File: config.mk
export PLATFORM = sky130hd
export DESIGN_NAME = eth_mdio_ctrl
export DESIGN_NICKNAME = d
export VERILOG_FILES = /design/src/rtl/eth_mdio_ctrl.sv
export SDC_FILE = /design/constraint.sdc
export NUM_CORES = 1
export LEC_CHECK = 0
export ABC_CLOCK_PERIOD_IN_PS = 2850
export CAP_MARGIN = 20
export CELL_PAD_IN_SITES_DETAIL_PLACEMENT = 0
export CELL_PAD_IN_SITES_GLOBAL_PLACEMENT = 2
export CORE_ASPECT_RATIO = 1.25
export CORE_MARGIN = 3
export CORE_UTILIZATION = 33
export DETAILED_ROUTE_END_ITERATION = 12
export GPL_TIMING_DRIVEN = 0
export MAX_ROUTING_LAYER = met4
export PLACE_DENSITY_LB_ADDON = 0.25
export SKIP_CTS_REPAIR_TIMING = 1
export SLEW_MARGIN = 20
export SYNTH_ARGS = -nofsm -noshare
export SYNTH_HDL_FRONTEND = slang
export SYNTH_SLANG_ARGS = --single-unit
File: constraint.sdc
create_clock -name Eth_Clk -period 2.85 [get_ports Eth_Clk]
set_input_delay 0.285 -clock Eth_Clk [delete_from_list [all_inputs] [get_ports Eth_Clk]]
set_output_delay 0.285 -clock Eth_Clk [all_outputs]
set_load 0.1 [all_outputs]
File: src/rtl/eth_mdio_ctrl.sv
`default_nettype none
// eth_mdio_ctrl -- Clause 22 MDIO master: one 64-slot management frame per command,
// MDC = Eth_Clk / (2*CLK_DIV). Rev 1.0
module eth_mdio_ctrl #(
  parameter int CLK_DIV = 10
) (
  input  logic        Eth_Clk,
  input  logic        Eth_Rst,
  input  logic        Cmd_Valid,
  output logic        Cmd_Ready,
  input  logic        Cmd_Write,
  input  logic [4:0]  Cmd_Phy_Addr,
  input  logic [4:0]  Cmd_Reg_Addr,
  input  logic [15:0] Cmd_Wdata,
  output logic        Rsp_Valid,
  output logic [15:0] Rsp_Rdata,
  output logic        Rsp_Err,
  output logic        Busy,
  output logic        MDC_Clk,
  output logic        Mdio_O,
  output logic        Mdio_Oe,
  input  logic        Mdio_I
);

  localparam int DW = $clog2(CLK_DIV);
  localparam logic [DW-1:0] DIV_LAST = DW'(CLK_DIV - 1);
  localparam logic [DW-1:0] DIV_PEN  = DW'(CLK_DIV - 2);

  typedef enum logic [2:0] {
    S_IDLE = 3'd0,
    S_PRE  = 3'd1,
    S_HDR  = 3'd2,
    S_TA   = 3'd3,
    S_DATA = 3'd4,
    S_DONE = 3'd5
  } state_t;

  state_t state, state_nxt;

  logic [DW-1:0] div_cnt;
  logic [5:0]    slot;
  logic [5:0]    slot_nxt;
  logic          mdc;
  logic          mdio_o;
  logic          mdio_oe;
  logic          wr;
  logic [31:0]   frame_lo;
  logic [15:0]   rd_shift;
  logic          ta_err;
  logic          rsp_valid;
  logic [15:0]  rsp_rdata;
  logic          rsp_err;
  logic          accept;
  logic          low_end;
  logic          slot_end;

  assign accept   = (state == S_IDLE) & Cmd_Valid & ~Eth_Rst;
  assign low_end  = ~mdc & (div_cnt == DIV_LAST);
  assign slot_end = mdc & (div_cnt == DIV_LAST);
  assign slot_nxt = slot + 6'd1;

  always_comb begin
    state_nxt = state;
    case (state)
      S_IDLE: if (Cmd_Valid) state_nxt = S_PRE;
      S_PRE:  if (slot_end && slot == 6'd31) state_nxt = S_HDR;
      S_HDR:  if (slot_end && slot == 6'd45) state_nxt = S_TA;
      S_TA:   if (slot_end && slot == 6'd47) state_nxt = S_DATA;
      // DONE is the final high-phase cycle of slot 63, so the response cycle is already IDLE
      S_DATA: if (mdc && div_cnt == DIV_PEN && slot == 6'd63) state_nxt = S_DONE;
      S_DONE: state_nxt = S_IDLE;
      default: state_nxt = S_IDLE;
    endcase
  end

  always_ff @(posedge Eth_Clk) begin
    if (Eth_Rst) state <= S_IDLE;
    else         state <= state_nxt;
  end

  always_ff @(posedge Eth_Clk) begin
    rsp_valid <= 1'b0;
    if (Eth_Rst) begin
      div_cnt   <= '0;
      slot      <= '0;
      mdc       <= 1'b0;
      mdio_o    <= 1'b1;
      mdio_oe   <= 1'b0;
      wr        <= 1'b0;
      frame_lo  <= '0;
      rd_shift  <= '0;
      ta_err    <= 1'b0;
      rsp_rdata <= '0;
      rsp_err   <= 1'b0;
    end else if (accept) begin
      div_cnt  <= '0;
      slot     <= '0;
      mdc      <= 1'b0;
      mdio_o   <= 1'b1;
      mdio_oe  <= 1'b1;
      wr       <= Cmd_Write;
      // ST, OP, PHYAD, REGAD, TA, DATA; read TA/DATA bits are never driven
      frame_lo <= {2'b01, (Cmd_Write ? 2'b01 : 2'b10), Cmd_Phy_Addr, Cmd_Reg_Addr,
                   (Cmd_Write ? 2'b10 : 2'b11), (Cmd_Write ? Cmd_Wdata : 16'hFFFF)};
      rd_shift <= '0;
      ta_err   <= 1'b0;
    end else if (state == S_DONE) begin
      div_cnt   <= '0;
      slot      <= '0;
      mdc       <= 1'b0;
      mdio_o    <= 1'b1;
      mdio_oe   <= 1'b0;
      rsp_valid <= 1'b1;
      rsp_rdata <= wr ? 16'h0000 : rd_shift;
      rsp_err   <= ~wr & ta_err;
    end else if (state != S_IDLE) begin
      if (div_cnt == DIV_LAST) begin
        div_cnt <= '0;
        mdc     <= ~mdc;
      end else begin
        div_cnt <= div_cnt + 1'b1;
      end
      if (low_end && state == S_TA && slot == 6'd47) ta_err <= Mdio_I;
      if (low_end && state == S_DATA) rd_shift <= {rd_shift[14:0], Mdio_I};
      if (slot_end) begin
        slot    <= slot_nxt;
        mdio_oe <= wr | (slot_nxt < 6'd46);
        mdio_o  <= (slot_nxt < 6'd32) ? 1'b1 : frame_lo[~slot_nxt[4:0]];
      end
    end
  end

  assign Cmd_Ready = (state == S_IDLE) & ~Eth_Rst;
  assign Busy      = (state != S_IDLE);
  assign MDC_Clk   = mdc;
  assign Mdio_O    = mdio_o;
  assign Mdio_Oe   = mdio_oe;
  assign Rsp_Valid = rsp_valid;
  assign Rsp_Rdata = rsp_rdata;
  assign Rsp_Err   = rsp_err;

endmodule
`default_nettype wire

After elaboration in Yosys (flattened, before gate mapping):

Index checks and enable logic that the tools add are counted.

* register bits: 83
* bits of input ports: 31

* add/sub/neg operators: 2
* $lt $le $gt $ge: 3
* equality and inequality tests: 16
* muxes and demuxes: 19
* bitwise gates (word level): 13
* reduce and logical (&&, ||, !) cells: 21

Operators with widths (number)
* 16-bit 2-to-1 mux: 2
* 6-bit equality test (second input constant): 3
* 3-bit 2-to-1 mux: 5
* 3-bit case mux with 5 select lines: 1
* 6-bit < comparator (second input constant): 2
* 2-bit inequality test (second input constant): 5
* 3-bit nonzero test: 3
* 4-bit equality test (second input constant): 2
* 1-bit logical AND: 8
* 1-bit 2-to-1 mux: 8
* 2-bit AND reduction: 4
* 6-bit by 1-bit adder with 6-bit output (second input constant): 1
* 1-bit AND: 6
* 3-bit by 2-bit equality test with 1-bit output (second input constant): 2
* 3-bit equality test (second input constant): 2
* 6-bit by 5-bit equality test with 1-bit output (second input constant): 1
* 5-bit by 6-bit < comparator with 1-bit output (second input constant): 1
* 3-bit AND reduction: 2
* 1-bit binary-select mux with 5-bit select: 1
* 1-bit inverter: 5
* 5-bit inverter: 1
* 5-bit AND reduction: 1
* 4-bit by 1-bit adder with 4-bit output (second input constant): 1
* 4-bit 2-to-1 mux: 1
* other kinds (6): 6

Depth between registers and ports, before layout:

Gate-level depths: netlist of run 1.

* word-level depth: 7
* gate-level depth with buffers: 8
* gate-level depth less buffers: 7

Worst setup path before layout of run 1:

OpenSTA, ideal clock, no wires.

* path kind: flip-flop to output port
* start point: register state[1]
* end point: output Cmd_Ready
* arrival time: 2.431 ns
* data required time: 2.565 ns
* slack: 0.134 ns
* cell stages (with the launch flop): 5
* path buffers: 2
* cell sequence: dfxtp_1 buf_4 or3_1 buf_2 nor2_1

* cells in the longest elaborated chain, start to end: 2

Ends and longest elaborated chain
* start, declared: line 38 `state_t state, state_nxt;`
* start signal, assigned: line 78 `else state <= state_nxt;`
* 3-bit logical NOT: line 133 `assign Cmd_Ready = (state == S_IDLE) & ~Eth_Rst;`
* 1-bit AND: line 133
* end, declared: line 10 `output logic Cmd_Ready,`

Every way passes these cells.

Worst setup path after layout of run 1:

* start point: register state[1]
* end point: output Busy

* cells in the longest elaborated chain, start to end: 1

Ends and longest elaborated chain
* 3-bit nonzero test: line 134 `assign Busy = (state != S_IDLE);`
* end, declared: line 18 `output logic Busy,`

Every way passes these cells.

==> out/metrics.yaml, run 1 <==
r2r_setup_slack_ns: 0.28
combPwrFrac: 0.247
fin_util: 0.435
place.gp.congestion: 0.743
grt_util_all_layers: 0.148
dpl.hpwl_mm: 6.24
finalSetupViolCount: 0
drcViolationCount: 0
p_switching_mw: 1.05
cts_tree: "built"
grt_pass1_vias: 2910
synth_edf_count: 0
r2r-end: "Mdio_O"
hp-start: "frame_lo[21]"
portBuffers: 52
place_ws_ns: 0.256
wl_per_cell_um: 13.9
h-tree-depth: 3
p_leak_nw: 1.63
synth-seq-area-share: 0.444
ios: 54
syn_to_final_growth_pct: 28.0
clockRootBuffer: "clkbuf_16"
setup_ws_ns: 0.264
drive_above_1_share: 0.0979
synth.distinct_cells: 44
clkPwrFrac: 0.365
drt.antenna.violating_nets: 0
grt_overflow: 0
syn_nets: 435
period_needed_ns: 2.59
regArea_um2: 1600
grt_max_degree: 14
core_um2: 10600
cts_buffers: 9
die_w_um: 99.5
drtIter0Drc: 69
power_density_nw_per_um2: 734
synth_ff_type: "dfxtp_1"
rows: 42
antenna_found_initial: 0
cp.arrival_ns: 2.30
final_nets: 498
synthesis.instances: 402
worstPathMaxFanout: 9
drv_cap: 0
min_path_cells: 2
clk_pin_slew_ns: 0.06
max_freq_mhz: 387
seqPwrFrac: 0.388
status: "finished, final reports clean"
max_slew.worst_pin.slew_ns: 0.991
die_y_um: 123
syn_area_um2: 3600
p_sw_frac: 0.309
ys_ff_latch: 80
insertion_delay_ns: 0.34
min_path_type: "flop to flop"
rsz0062_at_grt: "no"
min_to: "frame_lo[21]"
start_util: 0.340
slew_headroom: 0.338
p_int_mw: 2.34
cp_data_required_time_ns: 2.57
fin_skew_ns: 0.00605
firstDrtPassIters: 4
ir_drop_mv: 0.272
synth_area_per_cell_um2: 8.97
period_share: 0.907
end_kind: "output pin"
fillers: 1124
slew_viol_final: 0
ys_warn_count: 0
vias_per_cell: 4.87
multi_input_area_um2: 1820
dieArea_um2: 12200
start_kind: "flop"
postSynth.asyncResetShare: 0
wl_mm: 8.38
grt_pass1_wl_mm: 13.8
critPathKind: "flop to output pin"
numClockSinks: 80
report.final.hold_viol_count: 0
vias: 2932
diodes: 0
reg2reg_depth: 8
regToRegStartpoint: "slot[1]"
clock_path_buffers: 2
==> critical path: stages, from the launching register on <==
cell	delay, ns
dfxtp_1	0.30
buf_4	0.16
or3_1	0.35
buf_2	0.17
clkdlybuf4s50_1	0.98
==> synthesized netlist by cell type (4+ instances only) <==
| library cell | count | area (um^2) |
|---|---|---|
| dfxtp_1 | 80 | 1600 |
| nor2_1 | 68 | 255 |
| nor3b_1 | 38 | 285 |
| a21oi_1 | 33 | 165 |
| nand2_1 | 31 | 116 |
| mux2i_1 | 22 | 220 |
| nor3_1 | 18 | 90.1 |
| clkbuf_1 | 17 | 63.8 |
| o21ai_0 | 8 | 40.0 |
| xor2_1 | 8 | 70.1 |
| buf_2 | 7 | 35.0 |
| mux4_2 | 7 | 158 |
| buf_4 | 6 | 45.0 |
| nand3_1 | 6 | 30.0 |
| xnor2_1 | 5 | 43.8 |
| nor2b_1 | 4 | 25.0 |
==> sequential cells by signal, indices dropped and copies added (netlist names) <==
name,count
Rsp_Valid,1
rd_shift,16
frame_lo,29
state,3
Rsp_Err,1
MDC_Clk,1
Rsp_Rdata,16
slot,6
ta_err,1
div_cnt,4
Mdio_O,1
Mdio_Oe,1
==> layer usage <==
| layer | vias to the layer above | share of wire | global-route usage |
|---|---|---|---|
| li1 | 1513 | - | - |
| met1 | 1360 | 0.44 | 0.164 |
| met2 | 52 | 0.51 | 0.261 |
| met3 | 7 | 0.035 | 0.0273 |
| met4 | 0 | 0.016 | 0.0589 |
| met5 | - | 0 | - |
==> worst max path at each step <==
| stage | start | end | cells past startpoint |
|---|---|---|---|
| 2_1_floorplan | state[1] | Cmd_Ready | 4 |
| 3_3_place_gp | slot[1] | Mdio_O | 8 |
| 3_5_place_dp | slot[1] | Mdio_O | 8 |
| 4_1_cts | state[1] | Cmd_Ready | 5 |
| 5_1_grt | slot[1] | Mdio_O | 8 |
| 6_report | state[1] | Busy | 4 |
==> layout by cell type (no fill, tap or decap), types with 2 or more instances in the layout <==
cell,n
xor2_1,8
nand4_1,3
buf_4,6
buf_2,7
a21oi_1,33
o21ai_0,8
nor2b_1,4
nor3_1,18
inv_1,3
dfxtp_1,80
o31ai_1,3
mux2i_1,22
clkinvlp_4,2
nand4b_1,2
clkbuf_1,18
nand3_2,2
clkbuf_16,9
nand2_1,31
ha_1,2
nand2b_1,3
nand3_1,6
or3_1,3
nor2_1,68
nor3b_1,38
buf_6,2
clkdlybuf4s50_1,51
bufinv_16,2
and3_1,3
xnor2_1,5
mux4_2,7
==> power by group through the flow <==
stage / logic, mW / registers, mW / clock network [mW]
after floorplan: 0.601 / 1.35 / 0
after global placement: 0.845 / 1.34 / 0
after detailed placement: 0.851 / 1.34 / 0
after CTS: 0.853 / 1.31 / 1.27
after global routing: 0.926 / 1.33 / 1.32
final: 0.835 / 1.31 / 1.24
==> cells by family (layout without fill, tap and decap cells) <==
family	after synthesis	count (layout)	share of synthesized area
simple gates	188	188	0.276
flops	80	80	0.444
compound gates	53	53	0.0833
buf+inv	36	104	0.0503
mux	30	30	0.108
xor+xnor	13	13	0.0316
fa+ha+maj	2	2	0.00694
==> area by class of cell <==
cell class                 count  area share
buffer                        33      0.0369
clock buffer                  11      0.0526
clock inverter                 5      0.0173
inverter                       3     0.00244
multi-input combinational    286       0.395
sequential                    80       0.347
tap                          132      0.0358
timing repair buffer          52       0.113
==> metrics by stage <==
step                instance area, um^2  power [mW]  TNS [ns]  hold WS [ns]  std cells
floorplan                          3600        1.95         0         0.421        402
global placement                   4290        2.18         0         0.440        586
detailed placement                 4290        2.19         0         0.446        586
CTS                                4610        3.44   -0.0151         0.454        602
global route                       4620        3.57         0         0.482        602
finish                             4620        3.39         0         0.453        602
(Power assumes the default switching activity.)
==> inputs of run 2 (changes only) <==
--- a/config.mk
+++ b/config.mk
@@ -10,7 +10,7 @@
 export CELL_PAD_IN_SITES_DETAIL_PLACEMENT = 0
 export CELL_PAD_IN_SITES_GLOBAL_PLACEMENT = 2
 export CORE_ASPECT_RATIO = 1.25
-export CORE_MARGIN = 3
+export CORE_MARGIN = 2
 export CORE_UTILIZATION = 33
 export DETAILED_ROUTE_END_ITERATION = 12
 export GPL_TIMING_DRIVEN = 0
==> run 2 against run 1 <==
Compared with the run above: setup slack got worse by 0.0090 ns; highest routed layer unchanged; critical path type unchanged; maximum frequency decreased by 0.35%; flip-flop and latch count unchanged; via count decreased by 0.99%; hold slack improved by 0.00060 ns; largest power group unchanged.
==> out/metrics.yaml, run 2 (synthesis gave the netlist of run 1 again) <==
cpLargestDelayFamily: "buffers and inverters"  # unchanged
worstPathCellList: "buf_4, or3_1, buf_2, clkdlybuf4s50_1"  # unchanged
place.gp.congestion: 0.759  # was 0.743
core_um2: 10600  # unchanged
vias_per_cell: 4.82  # was 4.87
clk_pin_slew_ns: 0.06  # about the same
cts_buffers: 9  # unchanged
holdWs_ns: 0.453  # about the same
r2r_setup_slack_ns: 0.26  # was 0.28 ns
rows: 42  # unchanged
dieArea_um2: 11800  # was 12200 um^2
critPathKind: "flop to output pin"  # unchanged
final_common_cell: "dfxtp_1"  # unchanged
final_cell_mix: "80 x dfxtp_1, 68 x nor2_1, 51 x clkdlybuf4s50_1"  # unchanged
cp_num_buf_inv: 3  # unchanged
top_register: "frame_lo"  # unchanged
status: "finished, final reports clean"  # unchanged
min_path_type: "input port to flop"  # was flop to flop
h-tree-depth: 3  # unchanged
max_slew.worst_pin.slew_ns: 0.982  # was 0.991 ns
report.final.hold_viol_count: 0  # unchanged
grt_max_degree: 14  # unchanged
ios: 54  # unchanged
dpl.hpwl_mm: 6.18  # was 6.24 mm
clkPwrFrac: 0.351  # was 0.365
numClockSinks: 80  # unchanged
drtIter0Drc: 122  # was 69
p_leak_nw: 1.62  # was 1.63 nW
insertion_delay_ns: 0.34  # about the same
max_freq_mhz: 385  # was 387 MHz
cts_tree: "built"  # unchanged
grt_pass1_vias: 2803  # was 2910
start_kind: "flop"  # unchanged
slew_viol_final: 0  # unchanged
syn_to_final_growth_pct: 27.4  # was 28.0%
fin_skew_ns: 0.00658  # was 0.00605 ns
die_y_um: 121  # was 123 um
seqPwrFrac: 0.397  # was 0.388
drive_above_1_share: 0.0979  # unchanged
die_w_um: 97.5  # was 99.5 um
portBuffers: 52  # unchanged
rsz0062_at_grt: "no"  # unchanged
place_ws_ns: 0.248  # was 0.256 ns
cp.arrival_ns: 2.31  # was 2.30 ns
clock_path_buffers: 2  # unchanged
grt_util_all_layers: 0.155  # was 0.148
fin_util: 0.433  # was 0.435
period_needed_ns: 2.60  # was 2.59 ns
drcViolationCount: 0  # unchanged
worstPathMaxFanout: 9  # unchanged
finalSetupViolCount: 0  # unchanged
vias: 2903  # was 2932
start_util: 0.340  # unchanged
final_nets: 498  # unchanged
wl_mm: 8.37  # was 8.38 mm
p_sw_frac: 0.321  # was 0.309
largest_reg_flops: 29  # unchanged
grt_overflow: 0  # unchanged
clockRootBuffer: "clkbuf_16"  # unchanged
end_kind: "output pin"  # unchanged
wl_per_cell_um: 13.9  # about the same
slowest_stage: "clkdlybuf4s50_1"  # unchanged
dp.cells: 586  # unchanged
final_area_um2: 4590  # was 4620 um^2
antenna_found_initial: 0  # unchanged
diodes: 0  # unchanged
cp_data_required_time_ns: 2.57  # about the same
period_share: 0.911  # was 0.907
power_density_nw_per_um2: 722  # was 734 nW/um^2
instances_no_fill: 602  # unchanged
slew_headroom: 0.343  # was 0.338
drt.antenna.violating_nets: 0  # unchanged
place_area_um2: 4290  # unchanged
grt_pass1_wl_mm: 14.0  # was 13.8 mm
combPwrFrac: 0.253  # was 0.247
ir_drop_mv: 0.286  # was 0.272 mV
setup_ws_ns: 0.255  # was 0.264 ns
firstDrtPassIters: 4  # unchanged
drv_cap: 0  # unchanged
p_switching_mw: 1.06  # was 1.05 mW
p_int_mw: 2.25  # was 2.34 mW
slowest_delay_ns: 0.98  # about the same
run 2: worst reg2reg max path, cell delays in order (launching register included):
cell,delay [ns]
dfxtp_1,0.42
inv_1,0.07
ha_1,0.26
clkbuf_1,0.49
mux4_2,0.57
mux2_2,0.28
o21ai_0,0.14
a21oi_1,0.06
o32a_1,0.17
run 2: final timing paths:
path                 from      endpoint  cells after the start
max              state[1]          Busy                      4
min               Eth_Rst      state[2]                      4
max reg2reg       slot[1]        Mdio_O                      8
min reg2reg  frame_lo[21]  frame_lo[21]                      2
run 2: layer usage:
layer  vias to the layer above  share of wire  GRT usage
met5                         -              0          -
met4                         0          0.018     0.0703
met3                         9          0.030     0.0311
met2                        46           0.50      0.256
met1                      1331           0.45      0.182
li1                       1517              -          -
run 2: layout make-up:
cell class                 count  area, um^2
buffer                        33         170
clock inverter                 5        56.3
timing repair buffer          52         523
sequential                    80        1600
multi-input combinational    286        1820
tap                          132         165
clock buffer                  11         243
fill                        1061        6020
inverter                       3        11.3
run 2: power groups by stage:
stage,logic (mW),clock network (mW),registers (mW)
2_1_floorplan,0.601,0,1.35
3_3_place_gp,0.843,0,1.34
3_5_place_dp,0.848,0,1.34
4_1_cts,0.850,1.19,1.32
5_1_grt,0.936,1.24,1.33
6_report,0.837,1.16,1.32
run 2: per-stage QoR:
| step | setup TNS, ns | total power [mW] |
|---|---|---|
| finish | 0 | 3.32 |
| global route | 0 | 3.51 |
| CTS | -0.0213 | 3.36 |
| detailed placement | 0 | 2.19 |
| global placement | 0 | 2.18 |
| floorplan | 0 | 1.95 |
